[config.mk]
export PLATFORM = sky130hd
export DESIGN_NAME = pdm_sample_feeder
export DESIGN_NICKNAME = d
export VERILOG_FILES = /design/src/rtl/pdm_sample_feeder.sv
export SDC_FILE = /design/constraint.sdc
export NUM_CORES = 1
export LEC_CHECK = 0
export BUFFER_PORTS_ARGS = -buffer_cell sky130_fd_sc_hd__buf_2
export CAP_MARGIN = 10
export CORE_MARGIN = 2
export CORE_UTILIZATION = 55
export CTS_CLUSTER_DIAMETER = 30
export DETAILED_ROUTE_END_ITERATION = 8
export PLACE_DENSITY = 0.73
export SYNTH_ARGS = -nofsm -noshare
export SYNTH_HDL_FRONTEND = slang
export SYNTH_SLANG_ARGS = --single-unit
[constraint.sdc]
create_clock -name clk_in -period 7.1 [get_ports clk_in]
set_input_delay 0.71 -clock clk_in [delete_from_list [all_inputs] [get_ports clk_in]]
set_output_delay 0.71 -clock clk_in [all_outputs]
set_load 0.005 [all_outputs]
[src/rtl/pdm_sample_feeder.sv]
// Sample buffer and tick generator ahead of the PDM modulator: queues signed
// 8-bit samples and presents one attenuated level per sample period.
module pdm_sample_feeder #(
  parameter int TICK_DIV         = 4,
  parameter int TICKS_PER_SAMPLE = 64,
  parameter int FIFO_DEPTH       = 16
) (
  input  logic                                  clk_in,
  input  logic                                  rst_in,
  input  logic                                  enable_in,
  input  logic [2:0]                            vol_shift_in,
  input  logic signed [7:0]                     sample_in,
  input  logic                                  sample_valid_in,
  output logic                                  sample_ready_out,
  output logic signed [7:0]                     level_out,
  output logic                                  tick_out,
  output logic                                  sample_strobe_out,
  output logic                                  underrun_out,
  output logic [7:0]                            underrun_count_out,
  output logic [$clog2(FIFO_DEPTH+1)-1:0]       fifo_count_out
);

  localparam int PW = $clog2(FIFO_DEPTH);
  localparam int CW = $clog2(FIFO_DEPTH + 1);
  localparam int TW = $clog2(TICK_DIV);
  localparam int SW = $clog2(TICKS_PER_SAMPLE);

  logic [7:0]        mem [FIFO_DEPTH];
  logic [PW-1:0]     head_reg;
  logic [PW-1:0]     tail_reg;
  logic [CW-1:0]     count_reg;
  logic [TW-1:0]     tick_cnt_reg;
  logic [SW-1:0]     samp_cnt_reg;
  logic              tick_reg;
  logic              strobe_reg;
  logic              underrun_reg;
  logic [7:0]        underrun_cnt_reg;
  logic signed [7:0] level_reg;

  logic              push;
  logic              pop;
  logic              empty;
  logic              pop_data;
  logic signed [7:0] head_sample;

  assign empty            = (count_reg == '0);
  assign sample_ready_out = !rst_in && (count_reg < CW'(FIFO_DEPTH));
  assign push             = sample_valid_in && sample_ready_out;
  // Outputs are forced low as soon as enable drops, not one edge later.
  assign tick_out         = tick_reg && enable_in;
  assign pop              = tick_out && (samp_cnt_reg == SW'(TICKS_PER_SAMPLE - 1));
  assign pop_data         = pop && !empty;
  assign head_sample      = mem[head_reg];

  assign level_out          = level_reg;
  assign sample_strobe_out  = strobe_reg && enable_in;
  assign underrun_out       = underrun_reg && enable_in;
  assign underrun_count_out = underrun_cnt_reg;
  assign fifo_count_out     = count_reg;

  // Storage carries no reset; validity is tracked entirely by the pointers.
  always_ff @(posedge clk_in) begin
    if (push) begin
      mem[tail_reg] <= sample_in;
    end
  end

  always_ff @(posedge clk_in) begin
    if (rst_in) begin
      head_reg  <= '0;
      tail_reg  <= '0;
      count_reg <= '0;
    end else begin
      if (push) begin
        tail_reg <= tail_reg + 1'b1;
      end
      if (pop_data) begin
        head_reg <= head_reg + 1'b1;
      end
      case ({push, pop_data})
        2'b10:   count_reg <= count_reg + CW'(1);
        2'b01:   count_reg <= count_reg - CW'(1);
        default: count_reg <= count_reg;
      endcase
    end
  end

  always_ff @(posedge clk_in) begin
    if (rst_in || !enable_in) begin
      tick_cnt_reg <= '0;
      tick_reg     <= 1'b0;
      samp_cnt_reg <= '0;
    end else begin
      if (tick_cnt_reg == TW'(TICK_DIV - 1)) begin
        tick_cnt_reg <= '0;
        tick_reg     <= 1'b1;
      end else begin
        tick_cnt_reg <= tick_cnt_reg + TW'(1);
        tick_reg     <= 1'b0;
      end
      if (tick_out) begin
        samp_cnt_reg <= pop ? '0 : samp_cnt_reg + SW'(1);
      end
    end
  end

  // The level is reloaded on the last tick of a period so it is stable before
  // the first tick of the next one.
  always_ff @(posedge clk_in) begin
    if (rst_in) begin
      level_reg        <= '0;
      strobe_reg       <= 1'b0;
      underrun_reg     <= 1'b0;
      underrun_cnt_reg <= '0;
    end else if (!enable_in) begin
      level_reg    <= '0;
      strobe_reg   <= 1'b0;
      underrun_reg <= 1'b0;
    end else begin
      strobe_reg   <= pop;
      underrun_reg <= pop && empty;
      if (pop) begin
        if (empty) begin
          level_reg <= '0;
          if (underrun_cnt_reg != 8'hFF) begin
            underrun_cnt_reg <= underrun_cnt_reg + 8'd1;
          end
        end else begin
          level_reg <= head_sample >>> vol_shift_in;
        end
      end
    end
  end

endmodule

==> impl_metrics.json <==
{
  "outcome": "complete, no violations",
  "die_y_um": 120,
  "globalRoute.totalOverflow": 0,
  "synth_edf_count": 128,
  "comb_power_share_pct": 2.9,
  "worst_pin_slew_ns": 1.11,
  "p_int_mw": 1.67,
  "endpoint_kind": "flip-flop",
  "synthAdderAreaFrac_pct": 1.86,
  "critPathLaunchType": "flip-flop",
  "avgViaCountPerCell": 5.97,
  "p_sw_mw": 0.431,
  "largest_register_ffs": 128,
  "synth_top_family_by_area": "multiplexers",
  "avgSynthCellArea_um2": 14.5,
  "min_period_ns": 3.25,
  "ant_nets": 0,
  "wl_met3_um": 950,
  "grt_max_degree": 31,
  "rows": 42,
  "cp_data_arrival_time_ns": 3.57,
  "postCtsHoldBufs": 0,
  "synth-xor-area-share_pct": 2.25,
  "drv_slew": 0,
  "initial_core_util_pct": 56.0,
  "critPathKind": "reg -> reg",
  "core_area_um2": 13200,
  "grtUsageTotal_pct": 21.8,
  "cts_root_buf": "clkbuf_16",
  "wl_met2_um": 7260,
  "clk_path_buf_depth": 2,
  "total_power_mw": 2.10,
  "async_flop_share_pct": 0,
  "nFillCells": 935,
  "period_share_pct": 45.8,
  "ys_types": 65,
  "grt_pass1_wl_um": 23400,
  "met1_length_um": 6450,
  "cts_tree": "yes",
  "antenna_found_initial": 0,
  "setup_viol": 0,
  "worst_hold_path.num_cells": 1,
  "muxShareOfSynthArea_pct": 12.1,
  "synth_cells": 510,
  "cp_cell_sequence": "ha_1, and4_1, nand2_2, a21oi_2, ha_1, xor2_1, ha_1, o211ai_1, a21o_1, or4_1, o211ai_1",
  "holdWs_ns": 0.437,
  "p_leak_nw": 2.82,
  "max_cap_violations": 0,
  "hp-start": "tick_cnt_reg[0]",
  "port-buffer-count": 39,
  "hold_path_class": "reg -> reg",
  "nNetsFinal": 576,
  "crit_fanout": 9,
  "grt_pass1_vias": 4255,
  "max_slew_margin_pct": 25.6,
  "synth.net_count": 536,
  "die_area_um2": 14400,
  "wl_per_cell_um": 20.2,
  "insertion_delay_ns": 0.42,
  "crit_required_ns": 7.42,
  "syn_area_um2": 7390,
  "crit_slowest_cell": "ha_1",
  "ioPinCount": 40,
  "powerDensity_nw_per_um2": 253,
  "dp_hpwl_um": 9800,
  "cts_resized": 0,
  "routed.top_layer": "met4",
  "drc": 0,
  "ys_ff_latch": 172,
  "num_vias": 4411,
  "synth_compound_area_share_pct": 6.35,
  "cts_num_sinks": 172,
  "min_to": "tick_cnt_reg[0]",
  "firstDrtPassIters": 5,
  "h-tree-depth": 4,
  "multi_input_area_um2": 2450,
  "r2r-start": "samp_cnt_reg[0]",
  "final_hold_viol_count": 0,
  "top_register": "mem",
  "fmax_ghz": 0.308,
  "switching_share_pct": 20.5,
  "regArea_um2": 4720,
  "tns_ns": 0,
  "pwr-share-clk_pct": 45.3,
  "drive_gt1_share_pct": 20.1,
  "wirelength_um": 14900,
  "placed_cell_area_um2": 7690,
  "die_w_um": 120,
  "drt-initial-drc-count": 445,
  "vdd_drop_max_uv": 221,
  "area_growth_pct": 12.4,
  "slowest_delay_ns": 0.43,
  "gp_congestion": 0.895,
  "clock_skew_ns": 0.0173,
  "power_frac_seq_pct": 51.8,
  "synthSimpleGateAreaFrac_pct": 10.6,
  "rrSetupSlack_ns": 3.85,
  "reg2reg_to": "fifo_count_out[4]",
  "fin_area_um2": 8310,
  "reg2reg_depth": 11,
  "cts_buffers": 17,
  "ys_warn_count": 0,
  "yosys_most_used_dff": "edfxtp_1",
  "utilization_pct": 63.0,
  "yosysSeqAreaShare_pct": 63.9,
  "clk_pin_slew_ns": 0.06,
  "cp_common_cell": "ha_1",
  "rsz0062_at_grt": "no",
  "diodes": 0,
  "cts_setup_buffers": 0
}
[worst max path at each step]
stage	depth (start not counted)	startpoint	slack, ns	endpoint
after global routing	11	samp_cnt_reg[0]	3.66	fifo_count_out[4]
after CTS	11	samp_cnt_reg[0]	3.89	fifo_count_out[4]
final	11	samp_cnt_reg[0]	3.85	fifo_count_out[4]
after global placement	11	enable_in	3.87	fifo_count_out[4]
after floorplan	12	enable_in	4.07	fifo_count_out[4]
after detailed placement	11	enable_in	3.67	fifo_count_out[4]
[layout make-up]
class | instances | area share [%]
Sequential cell | 172 | 56.9
Multi-Input combinational cell | 303 | 29.5
Clock buffer | 19 | 5.21
Timing Repair Buffer | 49 | 3.25
Tap cell | 176 | 2.65
Clock inverter | 13 | 2.18
Inverter | 7 | 0.316
[stage by stage]
stage | std cells | worst slack [ns]
final | 739 | 3.85
after global routing | 739 | 3.66
after CTS | 739 | 3.89
after detailed placement | 707 | 3.67
after global placement | 707 | 3.87
after floorplan | 510 | 4.07
[cell families (layout without fill, tap and decap cells)]
kind of cell	Yosys count	after routing
buffers and inverters	35	88
and+or+nand+nor	159	159
muxes	52	52
adders and majority gates	11	11
xor gates and xnor gates	19	19
AOI/OAI and AO/OA	62	62
DFF	172	172
[critical path: cells and delay by family (launching register included)]
family,cells,cell delay [ns]
flip-flops,1,0.37
AO/OA/AOI/OAI,4,0.85
AND/OR/NAND/NOR,3,0.93
XOR/XNOR,1,0.20
adder cells (fa/ha/maj),3,0.81
[layer usage]
metal	up-vias	track usage, %
li1	2036	-
met1	2182	30.7
met2	165	34.4
met3	28	4.85
met4	0	6.62
met5	-	0
[cell usage after synthesis (2+ instances only)]
cell,instances,area share (%)
nor4_1,3,0.25
nand2_1,31,1.6
nor2b_1,8,0.68
nor3_1,19,1.3
o21ai_0,10,0.68
xnor2_1,7,0.83
clkbuf_1,12,0.61
a311oi_1,2,0.24
nor2_2,2,0.17
a21oi_1,9,0.61
nand3_1,6,0.41
a32oi_1,2,0.24
dfxtp_1,44,12
mux2_2,3,0.46
nor2_1,48,2.4
a22o_1,7,0.83
o211ai_1,5,0.51
nand2b_1,9,0.76
or4_1,2,0.20
ha_1,11,1.9
buf_6,4,0.61
and2_1,9,0.76
nand4_1,5,0.42
o311ai_1,2,0.24
buf_4,2,0.20
or3_1,4,0.34
edfxtp_1,128,52
inv_1,6,0.30
and3_1,2,0.17
o31ai_1,2,0.20
a22oi_1,5,0.51
a221oi_1,2,0.24
mux4_2,17,5.2
nor3b_1,3,0.30
mux2i_1,22,3.0
buf_1,3,0.15
xor2_1,12,1.4
buf_8,2,0.41
a22oi_2,3,0.51
nand2_2,2,0.17
mux4_1,9,3.2
buf_2,3,0.20
[power groups by stage]
stage	sequential (mW)	combinational (mW)	clock (mW)
after global routing	1.09	0.0677	1.01
after CTS	1.09	0.0607	0.968
after detailed placement	1.11	0.0599	0
after global placement	1.11	0.0582	0
final	1.09	0.0612	0.951
after floorplan	1.11	0.0363	0
[placed cells by master, fill, tap and decap left out, types with 8 or more instances in the layout]
cell / instances
o21ai_0: 10
xor2_1: 12
nor2_1: 48
buf_4: 10
buf_2: 39
mux4_2: 17
clkbuf_16: 17
nand2_1: 31
mux4_1: 9
and2_1: 9
a21oi_1: 9
nor3_1: 19
dfxtp_1: 44
nor2b_1: 8
ha_1: 11
mux2i_1: 22
edfxtp_1: 128
nand2b_1: 9
No activity file was read; power rests on OpenSTA's default activity.
